## config.mk

```make
export PLATFORM = sky130hd
export DESIGN_NAME = decode_execute_unit
export DESIGN_NICKNAME = d
export VERILOG_FILES = /design/src/rtl/decode_execute_unit_pkg.sv /design/src/rtl/decode_execute_unit_exec_alu.sv /design/src/rtl/decode_execute_unit.sv
export SDC_FILE = /design/constraint.sdc
export NUM_CORES = 1
export LEC_CHECK = 0
export ABC_AREA = 1
export CAP_MARGIN = 20
export CELL_PAD_IN_SITES_DETAIL_PLACEMENT = 0
export CELL_PAD_IN_SITES_GLOBAL_PLACEMENT = 2
export CORE_UTILIZATION = 30
export CTS_CLUSTER_SIZE = 8
export DETAILED_ROUTE_END_ITERATION = 6
export HOLD_SLACK_MARGIN = 0.1
export PLACE_DENSITY_LB_ADDON = 0.25
export SETUP_SLACK_MARGIN = 0.4
export SYNTH_ARGS = -nofsm -noshare
export SYNTH_HDL_FRONTEND = slang
export SYNTH_SLANG_ARGS = --single-unit
```

## constraint.sdc

```tcl
create_clock -name clk -period 11.13 [get_ports clk]
set_input_delay 2.226 -clock clk [delete_from_list [all_inputs] [get_ports clk]]
set_output_delay 2.226 -clock clk [all_outputs]
set_load 0.05 [all_outputs]
```

## src/rtl/decode_execute_unit_pkg.sv

```systemverilog
// Shared encodings for the katp91 decode/execute slice: operator groups,
// binary and unary ALU operator codes, and flag bit positions.
package decode_execute_unit_pkg;

    typedef enum logic [3:0] {
        GRP_SPECIAL       = 4'h0,
        GRP_SPECIAL_LONG  = 4'h1,
        GRP_RJMP          = 4'h2,
        GRP_SFLAG         = 4'h3,
        GRP_UFLAG         = 4'h4,
        GRP_WRRMATH       = 4'h5,
        GRP_WRSMATH       = 4'h6,
        GRP_CRRMATH       = 4'h7,
        GRP_CRSMATH       = 4'h8,
        GRP_CRVMATH       = 4'h9,
        GRP_WRRMATH_MEM   = 4'hA,
        GRP_WRSMATH_STACK = 4'hB
    } group_e;

    typedef enum logic [3:0] {
        OP_ADD = 4'd0,
        OP_SUB = 4'd1,
        OP_ADC = 4'd2,
        OP_SBC = 4'd3,
        OP_AND = 4'd4,
        OP_OR  = 4'd5,
        OP_XOR = 4'd6,
        OP_CMP = 4'd7
    } binop_e;

    typedef enum logic [3:0] {
        UOP_INC = 4'd0,
        UOP_DEC = 4'd1,
        UOP_NOT = 4'd2,
        UOP_NEG = 4'd3,
        UOP_SHL = 4'd4,
        UOP_SHR = 4'd5,
        UOP_ROL = 4'd6,
        UOP_ROR = 4'd7
    } unop_e;

    localparam int FLAG_Z = 0;
    localparam int FLAG_N = 1;
    localparam int FLAG_V = 2;
    localparam int FLAG_C = 3;

endpackage

```

## src/rtl/decode_execute_unit_exec_alu.sv

```systemverilog
// Combinational 16/8-bit ALU: binary ops, unary ops and Z/N/V/C generation.
module exec_alu
    import decode_execute_unit_pkg::*;
(
    input  logic [15:0] i_a,
    input  logic [15:0] i_b,
    input  logic [3:0]  i_operator,
    input  logic        i_unary,
    input  logic        i_byte_mode,
    input  logic        i_carry_in,
    output logic [15:0] o_result,
    output logic [3:0]  o_flags
);

    logic [15:0] w_a;
    logic [15:0] w_b;
    logic [15:0] w_addA;
    logic [15:0] w_addB;
    logic [15:0] w_res;
    logic [16:0] w_sum;
    logic [16:0] w_diff;
    logic [3:0]  w_msb;
    logic        w_ci;
    logic        w_isAdd;
    logic        w_isSub;
    logic        w_valid;
    logic        w_c;
    logic        w_v;

    // INC/DEC/NEG reuse the adder and subtractor so their C and V follow the add/sub rules.
    always_comb begin
        w_a     = i_byte_mode ? {8'h00, i_a[7:0]} : i_a;
        w_b     = i_byte_mode ? {8'h00, i_b[7:0]} : i_b;
        w_msb   = i_byte_mode ? 4'd7 : 4'd15;
        w_addA  = w_a;
        w_addB  = 16'h0000;
        w_ci    = 1'b0;
        w_isAdd = 1'b0;
        w_isSub = 1'b0;
        w_valid = 1'b1;
        w_res   = w_a;
        w_c     = 1'b0;
        w_v     = 1'b0;

        if (!i_unary) begin
            case (i_operator)
                OP_ADD:         begin w_isAdd = 1'b1; w_addB = w_b; end
                OP_SUB, OP_CMP: begin w_isSub = 1'b1; w_addB = w_b; end
                OP_ADC:         begin w_isAdd = 1'b1; w_addB = w_b; w_ci = i_carry_in; end
                OP_SBC:         begin w_isSub = 1'b1; w_addB = w_b; w_ci = i_carry_in; end
                OP_AND:         w_res = w_a & w_b;
                OP_OR:          w_res = w_a | w_b;
                OP_XOR:         w_res = w_a ^ w_b;
                default:        w_valid = 1'b0;
            endcase
        end else begin
            case (i_operator)
                UOP_INC: begin w_isAdd = 1'b1; w_addB = 16'h0001; end
                UOP_DEC: begin w_isSub = 1'b1; w_addB = 16'h0001; end
                UOP_NOT: w_res = ~w_a;
                UOP_NEG: begin w_isSub = 1'b1; w_addA = 16'h0000; w_addB = w_a; end
                UOP_SHL: begin w_res = w_a << 1; w_c = w_a[w_msb]; end
                UOP_SHR: begin w_res = w_a >> 1; w_c = w_a[0]; end
                UOP_ROL: begin w_res = (w_a << 1) | {15'h0000, i_carry_in}; w_c = w_a[w_msb]; end
                UOP_ROR: begin w_res = (w_a >> 1) | ({15'h0000, i_carry_in} << w_msb); w_c = w_a[0]; end
                default: w_valid = 1'b0;
            endcase
        end

        w_sum  = {1'b0, w_addA} + {1'b0, w_addB} + {16'h0000, w_ci};
        w_diff = {1'b0, w_addA} - {1'b0, w_addB} - {16'h0000, w_ci};

        // In byte mode the upper operand bits are zero, so bit 8 is the carry/borrow.
        if (w_isAdd) begin
            w_res = w_sum[15:0];
            w_c   = i_byte_mode ? w_sum[8] : w_sum[16];
            w_v   = (w_addA[w_msb] == w_addB[w_msb]) && (w_res[w_msb] != w_addA[w_msb]);
        end
        if (w_isSub) begin
            w_res = w_diff[15:0];
            w_c   = i_byte_mode ? w_diff[8] : w_diff[16];
            w_v   = (w_addA[w_msb] != w_addB[w_msb]) && (w_res[w_msb] != w_addA[w_msb]);
        end
        if (i_byte_mode) begin
            w_res[15:8] = 8'h00;
        end

        o_result        = w_valid ? w_res : w_a;
        o_flags         = 4'h0;
        o_flags[FLAG_Z] = w_valid && (w_res == 16'h0000);
        o_flags[FLAG_N] = w_valid && w_res[w_msb];
        o_flags[FLAG_V] = w_valid && w_v;
        o_flags[FLAG_C] = w_valid && w_c;
    end

endmodule

```

## src/rtl/decode_execute_unit.sv

```systemverilog
// katp91 decode/execute slice: instruction register, field decode, ALU
// write-back, flags register and relative-branch condition check.
module decode_execute_unit
    import decode_execute_unit_pkg::*;
(
    input  logic        clk,
    input  logic        reset,
    input  logic        load,
    input  logic [15:0] word_in,
    input  logic        exec,
    input  logic [15:0] reg_a,
    input  logic [15:0] reg_b,
    output logic [3:0]  group,
    output logic [3:0]  operator,
    output logic [2:0]  rg1,
    output logic [2:0]  rg2,
    output logic [7:0]  val,
    output logic [7:0]  flag_mask,
    output logic [15:0] rel_offset,
    output logic        taken,
    output logic [15:0] result,
    output logic        wb,
    output logic [7:0]  flags
);

    logic [15:0] r_ir;
    logic [15:0] r_result;
    logic        r_wb;
    logic [7:0]  r_flags;

    logic        w_isMath;
    logic        w_unary;
    logic        w_byteMode;
    logic        w_isCmp;
    logic [15:0] w_aluA;
    logic [15:0] w_aluB;
    logic [15:0] w_aluResult;
    logic [3:0]  w_aluFlags;
    logic [15:0] w_wbValue;

    always_comb begin
        group      = r_ir[15:12];
        operator   = 4'h0;
        rg1        = 3'd0;
        rg2        = 3'd0;
        val        = 8'h00;
        flag_mask  = 8'h00;
        rel_offset = 16'h0000;
        case (group)
            GRP_RJMP: begin
                operator   = {2'b00, r_ir[11:10]};
                rel_offset = {{6{r_ir[9]}}, r_ir[9:0]};
            end
            GRP_SFLAG, GRP_UFLAG: begin
                operator  = r_ir[11:8];
                flag_mask = r_ir[7:0];
            end
            GRP_CRVMATH: begin
                operator = {3'b000, r_ir[11]};
                rg1      = r_ir[10:8];
                val      = r_ir[7:0];
            end
            default: begin
                operator = r_ir[11:8];
                rg1      = r_ir[5:3];
                rg2      = r_ir[2:0];
                val      = r_ir[7:0];
            end
        endcase
    end

    // Operand routing: byte groups pick a register half by bit 0 of the register number.
    always_comb begin
        w_isMath   = (group >= GRP_WRRMATH) && (group <= GRP_CRVMATH);
        w_unary    = (group == GRP_WRSMATH) || (group == GRP_CRSMATH);
        w_byteMode = (group >= GRP_CRRMATH) && (group <= GRP_CRVMATH);
        w_isCmp    = !w_unary && (operator == OP_CMP);
        w_aluA     = w_byteMode ? {8'h00, (rg1[0] ? reg_a[15:8] : reg_a[7:0])} : reg_a;
        case (group)
            GRP_WRRMATH: w_aluB = reg_b;
            GRP_CRRMATH: w_aluB = {8'h00, (rg2[0] ? reg_b[15:8] : reg_b[7:0])};
            GRP_CRVMATH: w_aluB = {8'h00, val};
            default:     w_aluB = 16'h0000;
        endcase
        if (!w_byteMode) begin
            w_wbValue = w_aluResult;
        end else if (rg1[0]) begin
            w_wbValue = {w_aluResult[7:0], reg_a[7:0]};
        end else begin
            w_wbValue = {reg_a[15:8], w_aluResult[7:0]};
        end
    end

    exec_alu u_alu (
        .i_a         (w_aluA),
        .i_b         (w_aluB),
        .i_operator  (operator),
        .i_unary     (w_unary),
        .i_byte_mode (w_byteMode),
        .i_carry_in  (r_flags[FLAG_C]),
        .o_result    (w_aluResult),
        .o_flags     (w_aluFlags)
    );

    always_comb begin
        taken = 1'b0;
        if (group == GRP_RJMP) begin
            case (operator[1:0])
                2'd1:    taken = r_flags[FLAG_Z];
                2'd2:    taken = !r_flags[FLAG_Z];
                2'd3:    taken = r_flags[FLAG_C];
                default: taken = 1'b0;
            endcase
        end
    end

    // exec consumes the word latched before this edge, even when load is also high.
    always_ff @(posedge clk or posedge reset) begin
        if (reset) begin
            r_ir     <= 16'h0000;
            r_result <= 16'h0000;
            r_wb     <= 1'b0;
            r_flags  <= 8'h00;
        end else begin
            if (load) begin
                r_ir <= word_in;
            end
            if (exec) begin
                r_wb <= 1'b0;
                if (w_isMath) begin
                    r_result     <= w_wbValue;
                    r_wb         <= !w_isCmp;
                    r_flags[3:0] <= w_aluFlags;
                end else if (group == GRP_SFLAG) begin
                    r_flags <= r_flags | flag_mask;
                end else if (group == GRP_UFLAG) begin
                    r_flags <= r_flags & ~flag_mask;
                end
            end
        end
    end

    assign result = r_result;
    assign wb     = r_wb;
    assign flags  = r_flags;

endmodule

```

==> results of run 1 <==
==> metal layers <==
layer	track usage, %	vias up
li1	-	3925
met1	34.9	3708
met2	38.0	240
met3	3.19	44
met4	8.30	0
met5	0	-
==> cell type report <==
type	count	share of cell area (%)
sequential	41	12.1
tap	285	4.21
inverter	174	7.72
timing repair buffer	126	14.8
clock inverter	3	0.295
clock buffer	5	1.48
multi-input combinational	892	59.4
==> how the worst max path moves through the flow <==
stage	endpoint	slack, ps	depth (start not counted)
final	register	5060	21
after global routing	register	4710	21
after CTS	register	5080	21
after detailed placement	register	4790	21
after global placement	register	4900	22
after floorplan	register	5940	20
==> report_power, final <==
part           internal [W]  switching (W)  total, W  leakage, nW
combinational      0.000233       0.000539  0.000772         3.62
sequential         0.000187      0.0000266  0.000213        0.497
clock             0.0000845      0.0000696  0.000154       0.0704
total              0.000504       0.000635   0.00114         4.19
==> cell usage in the layout, fill, tap and decap left out, drive strengths merged, types with 2 or more instances in the layout <==
cell type and n:
o21a 3, o211ai 16, a21o 4, o21bai 3, ha 75, o22ai 23
o221ai 2, a21boi 2, a22oi 4, or2 3, xnor2 6, buf 3
o21ai 118, clkbuf 5, nand3 68, nor3 7, nand4 6, inv 171
a22o 3, a31oi 9, nand3b 4, a21oi 80, clkinv 5, nor2 144
fa 4, dfrtp 41, xor2 13, nand2 289, clkdlybuf4s50 123
==> per-stage QoR <==
| stage | cells | area (um2) | total power [W] | worst slack [ps] | hold slack (ps) |
|---|---|---|---|---|---|
| 2_1_floorplan | 1150 | 6970 | 0.000725 | 5940 | 524 |
| 3_3_place_gp | 1518 | 8330 | 0.000984 | 4900 | 463 |
| 3_5_place_dp | 1518 | 8330 | 0.000983 | 4790 | 468 |
| 4_1_cts | 1526 | 8480 | 0.00114 | 5080 | 485 |
| 5_1_grt | 1526 | 8480 | 0.00121 | 4710 | 499 |
| 6_report | 1526 | 8480 | 0.00114 | 5060 | 479 |
==> cell families after synthesis <==
logic type | count (synthesis) | share of synthesized area [%]
and+or+nand+nor | 524 | 32.8
AOI/OAI and AO/OA | 270 | 22.5
buffers and inverters | 217 | 13.0
adders and majority gates | 79 | 14.6
DFF | 41 | 14.7
xor gates and xnor gates | 19 | 2.39
==> worst max-delay path: cells and delay by family <==
| kind | cells | cell delay, ps |
|---|---|---|
| adder cells (fa/ha/maj) | 2 | 970 |
| AO/OA/AOI/OAI | 6 | 1180 |
| AND/OR/NAND/NOR | 11 | 1340 |
| buffers and inverters | 1 | 410 |
| XOR/XNOR | 1 | 160 |
==> impl_metrics.env, run 1 <==
export IMPL_status="complete, no violations"
export IMPL_core_area_mm2=0.0227
export IMPL_viasPerCell=5.19
export IMPL_cts_tree="built"
export IMPL_cts_root_buf="clkbuf_16"
export IMPL_syn_nets=1281
export IMPL_drv_cap=0
export IMPL_worstPathMaxFanout=3
export IMPL_dp_hpwl_um=24200
export IMPL_synth_cells=1150
export IMPL_yosys_cell_count_top_type="nand2_1"
export IMPL_final_min_clock_period_ps=6070
export IMPL_reg2reg_depth=30
export IMPL_slowest_stage="fa_1"
export IMPL_drt_iter0_drc=589
export IMPL_nNetsFinal=1371
export IMPL_drc=0
export IMPL_rsz0062_at_grt="no"
export IMPL_p_per_area_mw_per_mm2=134
export IMPL_ys_flop_type="dfrtp_1"
export IMPL_drive_above_1_share_pct=5.88
export IMPL_ys_ff_latch=41
export IMPL_holdCritPathClass="reg -> reg"
export IMPL_cts_buffers=5
export IMPL_cp_cell_sequence="clkdlybuf4s50_1 > o21ai_0 > a21oi_1 > nor3_1 > o21ai_0 > fa_1 > fa_1 > nand3_1 > nand2_1 > a21boi_0 > o21ai_0 > a31oi_1 > xor2_1 > nand2_1 > nand3_1 > nand3_1 > nor2_1 > nand3_1 > nor2_1 > nor2_1 > nor2_1"
export IMPL_worstHoldEndpoint="result[1]"
export IMPL_synthesis_area_mm2=0.00697
export IMPL_cts_setup_buffers=0
export IMPL_grt_first_pass_wirelength_um=44800
export IMPL_gr_usage_all_layers_pct=24.6
export IMPL_leakage_nw=4.19
export IMPL_firstDrtPassIters=5
export IMPL_synth_edf_count=0
export IMPL_dieHeight_um=154
export IMPL_ctsResizeCount=0
export IMPL_dr_wl_met3_um=1730
export IMPL_relSlewSlack_pct=35.8
export IMPL_max_vdd_ir_drop_v=0.0000965
export IMPL_crit_type="in -> reg"
export IMPL_syn_avg_cell_area_um2=6.06
export IMPL_globalRouteOverflowTotal=0
export IMPL_cts_sinks=41
export IMPL_yosysTopAreaCell="dfrtp_1"
export IMPL_routed_wl_um=29400
export IMPL_ant_nets=0
export IMPL_fmax_ghz=0.165
export IMPL_ys_seq_area_share_pct=14.7
export IMPL_cpPeakStageDelay_ps=500
export IMPL_start_util_pct=30.7
export IMPL_top_layer="met4"
export IMPL_cp_required_ps=11350
export IMPL_final_setup_skew_ps=9.15
export IMPL_clock_latency_ps=300
export IMPL_diodes=0
export IMPL_reg2reg_slack_ps=5600
export IMPL_finalCritPeriodShare_pct=54.6
export IMPL_cp_start_kind="input pin"
export IMPL_worst_ep_arrival_time_ps=6290
export IMPL_hp_start="result[1]"
export IMPL_ff_latch_area_mm2=0.00103
export IMPL_wl_per_cell_um=19.3
export IMPL_grt_max_degree=42
export IMPL_clock_path_buffers=2
export IMPL_synth_top_area_share_pct=14.7
export IMPL_ys_warnings_count=0
export IMPL_cts_htree_levels=2
export IMPL_antenna_found_initial=0
export IMPL_clkTransAtPathRegs_ps=60
export IMPL_die_w_um=154
export IMPL_netlist_top_cells_area="dfrtp_1, nand2_1, ha_1"
export IMPL_rows=55
export IMPL_utilization_pct=37.3
export IMPL_multiInputGateArea_mm2=0.00504
export IMPL_crit_start="reg_b[8]"
export IMPL_drt_met1_wl_um=14200
export IMPL_synth_distinct_cells=52
export IMPL_synth_common_cells="nand2_1, inv_1, nor2_1, o21ai_0, a21oi_1"
export IMPL_worstReg2RegStart="r_ir[15]"
export IMPL_setup_tns_final_ps=0
export IMPL_setup_viol=0
export IMPL_synthArstFlopShare_pct=100
export IMPL_area_delta_synth_final_pct=21.7
export IMPL_fillCellCount=2562
export IMPL_first_global_vias=7618
export IMPL_ioPinCount=124
export IMPL_die_area_mm2=0.0238
export IMPL_worst_pin_slew_ps=959
export IMPL_hold_path_cell_count=2
export IMPL_hold_viol=0
export IMPL_postCtsHoldBufs=0
export IMPL_gp_congestion=0.925
export IMPL_port_buffers=123
export IMPL_vias=7917
export IMPL_dr_wl_met2_um=12600
export IMPL_endpoint_kind="register"
export IMPL_slew_violations=0
Power figures use the tool's default switching activity.
==> run 2, diff against run 1 <==
--- a/config.mk
+++ b/config.mk
@@ -9,7 +9,7 @@
 export CAP_MARGIN = 20
 export CELL_PAD_IN_SITES_DETAIL_PLACEMENT = 0
 export CELL_PAD_IN_SITES_GLOBAL_PLACEMENT = 2
-export CORE_UTILIZATION = 30
+export CORE_UTILIZATION = 29
 export CTS_CLUSTER_SIZE = 8
 export DETAILED_ROUTE_END_ITERATION = 6
 export HOLD_SLACK_MARGIN = 0.1
==> constraint.sdc (replaced) <==
create_clock -name clk -period 5.9 [get_ports clk]
set_input_delay 1.18 -clock clk [delete_from_list [all_inputs] [get_ports clk]]
set_output_delay 1.18 -clock clk [all_outputs]
set_load 0.05 [all_outputs]
==> impl_metrics.env, run 2 (synthesis gave the netlist of run 1 again) <==
export IMPL_status="complete, no violations"
export IMPL_worstReg2RegStart="r_ir[12]"
export IMPL_setup_viol=0
export IMPL_clock_path_buffers=2
export IMPL_leakage_nw=4.25
export IMPL_hp_start="result[5]"
export IMPL_die_area_mm2=0.0247
export IMPL_routed_wl_um=29900
export IMPL_relSlewSlack_pct=35.5
export IMPL_worstHoldEndpoint="result[5]"
export IMPL_viasPerCell=5.06
export IMPL_grt_first_pass_wirelength_um=46000
export IMPL_cts_tree="built"
export IMPL_holdCritPathClass="reg -> reg"
export IMPL_cpPeakStageDelay_ps=500
export IMPL_rsz0062_at_grt="no"
export IMPL_cts_setup_buffers=0
export IMPL_start_util_pct=29.6
export IMPL_antenna_found_initial=0
export IMPL_wl_per_cell_um=19.0
export IMPL_globalRouteOverflowTotal=0
export IMPL_fmax_ghz=0.198
export IMPL_vias=7958
export IMPL_cts_root_buf="clkbuf_16"
export IMPL_firstDrtPassIters=5
export IMPL_ant_nets=0
export IMPL_drive_above_1_share_pct=7.03
export IMPL_cp_required_ps=6120
export IMPL_worst_slack_ps=860
export IMPL_setup_tns_final_ps=0
export IMPL_drv_cap=0
export IMPL_nNetsFinal=1382
export IMPL_max_vdd_ir_drop_v=0.000172
export IMPL_final_common_cell="nand2_1"
export IMPL_area_delta_synth_final_pct=23.8
export IMPL_postCtsHoldBufs=0
export IMPL_die_w_um=157
export IMPL_core_area_mm2=0.0235
export IMPL_slew_violations=0
export IMPL_worstPathMaxFanout=33
export IMPL_hold_path_cell_count=2
export IMPL_mostFrequentLayoutCells="nand2_1, inv_1, nor2_1, clkdlybuf4s50_1, o21ai_0"
export IMPL_clock_latency_ps=300
export IMPL_final_min_clock_period_ps=5040
export IMPL_ctsResizeCount=0
export IMPL_slowest_stage="fa_1"
export IMPL_hold_viol=0
export IMPL_gr_usage_all_layers_pct=24.8
export IMPL_reg2reg_depth=30
export IMPL_cts_sinks=41
export IMPL_reg2reg_slack_ps=860
export IMPL_crit_type="reg -> reg"
export IMPL_grt_max_degree=42
export IMPL_worst_ep_arrival_time_ps=5260
export IMPL_p_per_area_mw_per_mm2=252
export IMPL_ioPinCount=124
export IMPL_drc=0
export IMPL_dieHeight_um=157
export IMPL_cts_htree_levels=2
export IMPL_dp_hpwl_um=24700
export IMPL_rows=56
export IMPL_gp_congestion=0.879
export IMPL_final_setup_skew_ps=16.8
export IMPL_cp_start_kind="register"
export IMPL_endpoint_kind="register"
export IMPL_port_buffers=123
export IMPL_worst_pin_slew_ps=964
export IMPL_dpl_worst_slack_ps=564
export IMPL_cts_buffers=5
export IMPL_finalCritPeriodShare_pct=85.4
export IMPL_drt_iter0_drc=558
export IMPL_first_global_vias=7727
export IMPL_clkTransAtPathRegs_ps=80
## run 2: metal layers
| layer | wire length [um] | GRT usage [%] | up-vias | share of wire, % |
|---|---|---|---|---|
| met3 | 1490 | 1.68 | 26 | 5.0 |
| met4 | 514 | 5.93 | 0 | 1.7 |
| met2 | 13200 | 39.9 | 244 | 44 |
| li1 | - | - | 3939 | - |
| met1 | 14600 | 35.5 | 3749 | 49 |
| met5 | 0 | 0 | - | 0 |
## run 2: power by group
part	switching [W]	total, W	internal (W)
sequential	0.0000510	0.000403	0.000352
combinational	0.00102	0.00147	0.000448
clock	0.000138	0.000297	0.000160
total	0.00121	0.00217	0.000960
## run 2: worst max path at each step
stage / start / end / slack [ps] / cells after the start
after floorplan: r_ir[13] / register / 1540 / 29
after global placement: reg_b[8] / register / 660 / 21
after detailed placement: reg_b[8] / register / 560 / 21
after CTS: r_ir[15] / register / 730 / 26
after global routing: r_ir[15] / register / 410 / 29
final: r_ir[12] / register / 860 / 30
## run 2: per-stage QoR
stage / util, % / instance area (um2) / std cells / hold slack (ps) / total power (W)
final: 36.7 / 8630 / 1572 / 481 / 0.00217
after CTS: 36.5 / 8600 / 1571 / 486 / 0.00217
after global routing: 36.6 / 8630 / 1571 / 516 / 0.00232
after floorplan: - / 6970 / 1150 / 524 / 0.00137
after detailed placement: 35.9 / 8450 / 1563 / 465 / 0.00187
after global placement: 35.9 / 8450 / 1563 / 464 / 0.00187
## run 2: area by class of cell
cell class / count / area (um2)
well taps: 319 / 399
clock inverters: 3 / 25.0
diodes: 1 / 2.50
inverters: 174 / 654
flip-flops and latches: 41 / 1030
fillers: 2700 / 14900
multi-input cells: 892 / 5060
clock buffers: 5 / 125
repair buffers: 137 / 1340
## run 2: critical path: cells and delay by family, from the launching register on
| kind | cells | cell delay [ps] |
|---|---|---|
| adders and majority gates | 2 | 980 |
| buffers and inverters | 2 | 190 |
| xor gates and xnor gates | 1 | 160 |
| DFF | 1 | 460 |
| and+or+nand+nor | 19 | 2140 |
| AOI/OAI and AO/OA | 6 | 1040 |
==> RTL change, RTL diff (config.mk and constraints of run 2) <==
Register the output `operator`, without a reset; this adds one clock of latency there. The other outputs are not delayed to match.
--- a/src/rtl/decode_execute_unit.sv
+++ b/src/rtl/decode_execute_unit.sv
@@ -23,6 +23,8 @@
     output logic [7:0]  flags
 );
 
+    logic [3:0] operator_d;
+
     logic [15:0] r_ir;
     logic [15:0] r_result;
     logic        r_wb;
@@ -40,7 +42,7 @@
 
     always_comb begin
         group      = r_ir[15:12];
-        operator   = 4'h0;
+        operator_d = 4'h0;
         rg1        = 3'd0;
         rg2        = 3'd0;
         val        = 8'h00;
@@ -48,20 +50,20 @@
         rel_offset = 16'h0000;
         case (group)
             GRP_RJMP: begin
-                operator   = {2'b00, r_ir[11:10]};
+                operator_d = {2'b00, r_ir[11:10]};
                 rel_offset = {{6{r_ir[9]}}, r_ir[9:0]};
             end
             GRP_SFLAG, GRP_UFLAG: begin
-                operator  = r_ir[11:8];
+                operator_d = r_ir[11:8];
                 flag_mask = r_ir[7:0];
             end
             GRP_CRVMATH: begin
-                operator = {3'b000, r_ir[11]};
+                operator_d = {3'b000, r_ir[11]};
                 rg1      = r_ir[10:8];
                 val      = r_ir[7:0];
             end
             default: begin
-                operator = r_ir[11:8];
+                operator_d = r_ir[11:8];
                 rg1      = r_ir[5:3];
                 rg2      = r_ir[2:0];
                 val      = r_ir[7:0];
@@ -74,7 +76,7 @@
         w_isMath   = (group >= GRP_WRRMATH) && (group <= GRP_CRVMATH);
         w_unary    = (group == GRP_WRSMATH) || (group == GRP_CRSMATH);
         w_byteMode = (group >= GRP_CRRMATH) && (group <= GRP_CRVMATH);
-        w_isCmp    = !w_unary && (operator == OP_CMP);
+        w_isCmp    = !w_unary && (operator_d == OP_CMP);
         w_aluA     = w_byteMode ? {8'h00, (rg1[0] ? reg_a[15:8] : reg_a[7:0])} : reg_a;
         case (group)
             GRP_WRRMATH: w_aluB = reg_b;
@@ -94,7 +96,7 @@
     exec_alu u_alu (
         .i_a         (w_aluA),
         .i_b         (w_aluB),
-        .i_operator  (operator),
+        .i_operator  (operator_d),
         .i_unary     (w_unary),
         .i_byte_mode (w_byteMode),
         .i_carry_in  (r_flags[FLAG_C]),
@@ -105,7 +107,7 @@
     always_comb begin
         taken = 1'b0;
         if (group == GRP_RJMP) begin
-            case (operator[1:0])
+            case (operator_d[1:0])
                 2'd1:    taken = r_flags[FLAG_Z];
                 2'd2:    taken = !r_flags[FLAG_Z];
                 2'd3:    taken = r_flags[FLAG_C];
@@ -144,5 +146,9 @@
     assign wb     = r_wb;
     assign flags  = r_flags;
 
+    always_ff @(posedge clk) begin
+        operator <= operator_d;
+    end
+
 endmodule
 
Check against the original RTL: not equivalent (a bounded check fails within 4 cycles, from zero or initial values and one cycle with reset high).
==> RTL change against run 2 <==
- sequential cell count grew 4
- global-route usage fell by 0.27 points
- worst setup slack got worse by 0.014 ns
- die area up 4.7%
- non-clock buffer count decreased by 3
- routed wire length up 4.9%
- sequential power increased by 8.4%
- synthesized area grew 4.7%
- final area increased by 3.4%
- critical path depth is 5 lower
- power rose by 2.7%
- largest cell class unchanged
==> RTL change: results (changes against run 2) <==
| Metric | Value |
|---|---|
| Switching share of total power | 0.550 (was 0.558) |
| Drt wl/cell | 19.4 µm (was 19.0 µm) |
| Critical-path top delay cell | dfrtp_1 (was fa_1) |
| Via count | 8,121 (was 7,958) |
| Root buffer cell | clkbuf_16 (unchanged) |
| Vias in the first global route | 8,007 (was 7,727) |
| Routed wl met3 | 1640 µm (was 1490 µm) |
| Post-layout min period | 5.05 ns (was 5.04 ns) |
| Comb pwr share | 0.670 (was 0.677) |
| Critical Path AT | 5.27 ns (was 5.26 ns) |
| M3 GR Usage | 0.0310 (was 0.0168) |
| Placement Cell Area | 8740 µm² (was 8450 µm²) |
| DP Worst Slack | 0.664 ns (was 0.564 ns) |
| Final Wtd Congestion | 0.894 (was 0.879) |
| Most instantiated cells after synthesis | nand2_1, inv_1, nor2_1, o21ai_0, nand3_1 (was nand2_1, inv_1, nor2_1, o21ai_0, a21oi_1) |
| P_leak | 4.41 nW (was 4.25 nW) |
| Met2 GRT Util | 0.385 (was 0.399) |
| Nets | 1,422 (was 1,382) |
| Drt pass-1 iters | 6 (was 5) |
| Overall routing resource usage | 0.245 (was 0.248) |
| Crit path max fanout | 10 (was 33) |
| Grt met1 use | 0.351 (was 0.355) |
| Wl on met1 | 15,500 µm (was 14,600 µm) |
| Synth area leaders | nand2_1, dfrtp_1, ha_1 (was dfrtp_1, nand2_1, ha_1) |
| ANT cells | 0 (was 1) |
| Register area share after synthesis | 0.152 (was 0.147) |
| Seq pwr | 0.437 mW (was 0.403 mW) |
| Initial antenna violation count | 0 (unchanged) |
| Fin cells | 1,616 (was 1,572) |
| Fraction of layout cells with a size suffix above 1 | 0.0898 (was 0.0703) |
| First-pass GRT wire length | 48,300 µm (was 46,000 µm) |
| PwrDens | 250 nW/µm² (was 252 nW/µm²) |
| Fin Hold WS | 0.481 ns (about the same) |
| Status | complete, no violations (unchanged) |
| Asr flop ratio synth | 0.911 (was 1.00) |
| Worst R2R Path Depth | 25 (was 30) |
| VDD IR max | 0.000190 V (was 0.000172 V) |
| Hpwl dp | 25,600 µm (was 24,700 µm) |
| Post-Synthesis Net Count | 1,325 (was 1,281) |
| Clock Skew | 0.00849 ns (was 0.0168 ns) |
| Library cells used by synthesis | 55 (was 52) |
| Max incr delay on CP | 0.45 ns (was 0.50 ns) |
| Slew HR | 0.283 (was 0.355) |
| DR WL met2 | 13,600 µm (was 13,200 µm) |
| Starting DRC count in detailed routing | 596 (was 558) |
[RTL change: cell types whose count changed in the layout (fill, tap and decap cells not counted), sizes merged, moves of 4 or more]
cell   before  now
or2         3    7
o22ai      23   19
inv       171  175
a21oi      80   74
nand2     289  317
a22oi       4    0
xor2       13    9
nor2      144  148
a31oi       9   13
dfxtp       0    4
nand4       6   11
nand3      68   83
[RTL change: cell families (layout without fill, tap and decap cells)]
kind of cell	count (synthesis)	in the layout	synth area share
AOI/OAI and AO/OA	254	254	0.198
DFF	45	45	0.152
xor gates and xnor gates	13	13	0.0156
buffers and inverters	220	318	0.128
and+or+nand+nor	583	583	0.367
adders and majority gates	79	79	0.140
[RTL change: layout make-up]
cell class / count / area [µm²]
clock buffers: 6 / 139
clock inverters: 2 / 16.3
fillers: 2765 / 15600
inverters: 176 / 664
multi-input cells: 929 / 5260
flip-flops and latches: 45 / 1110
well taps: 324 / 405
repair buffers: 134 / 1330
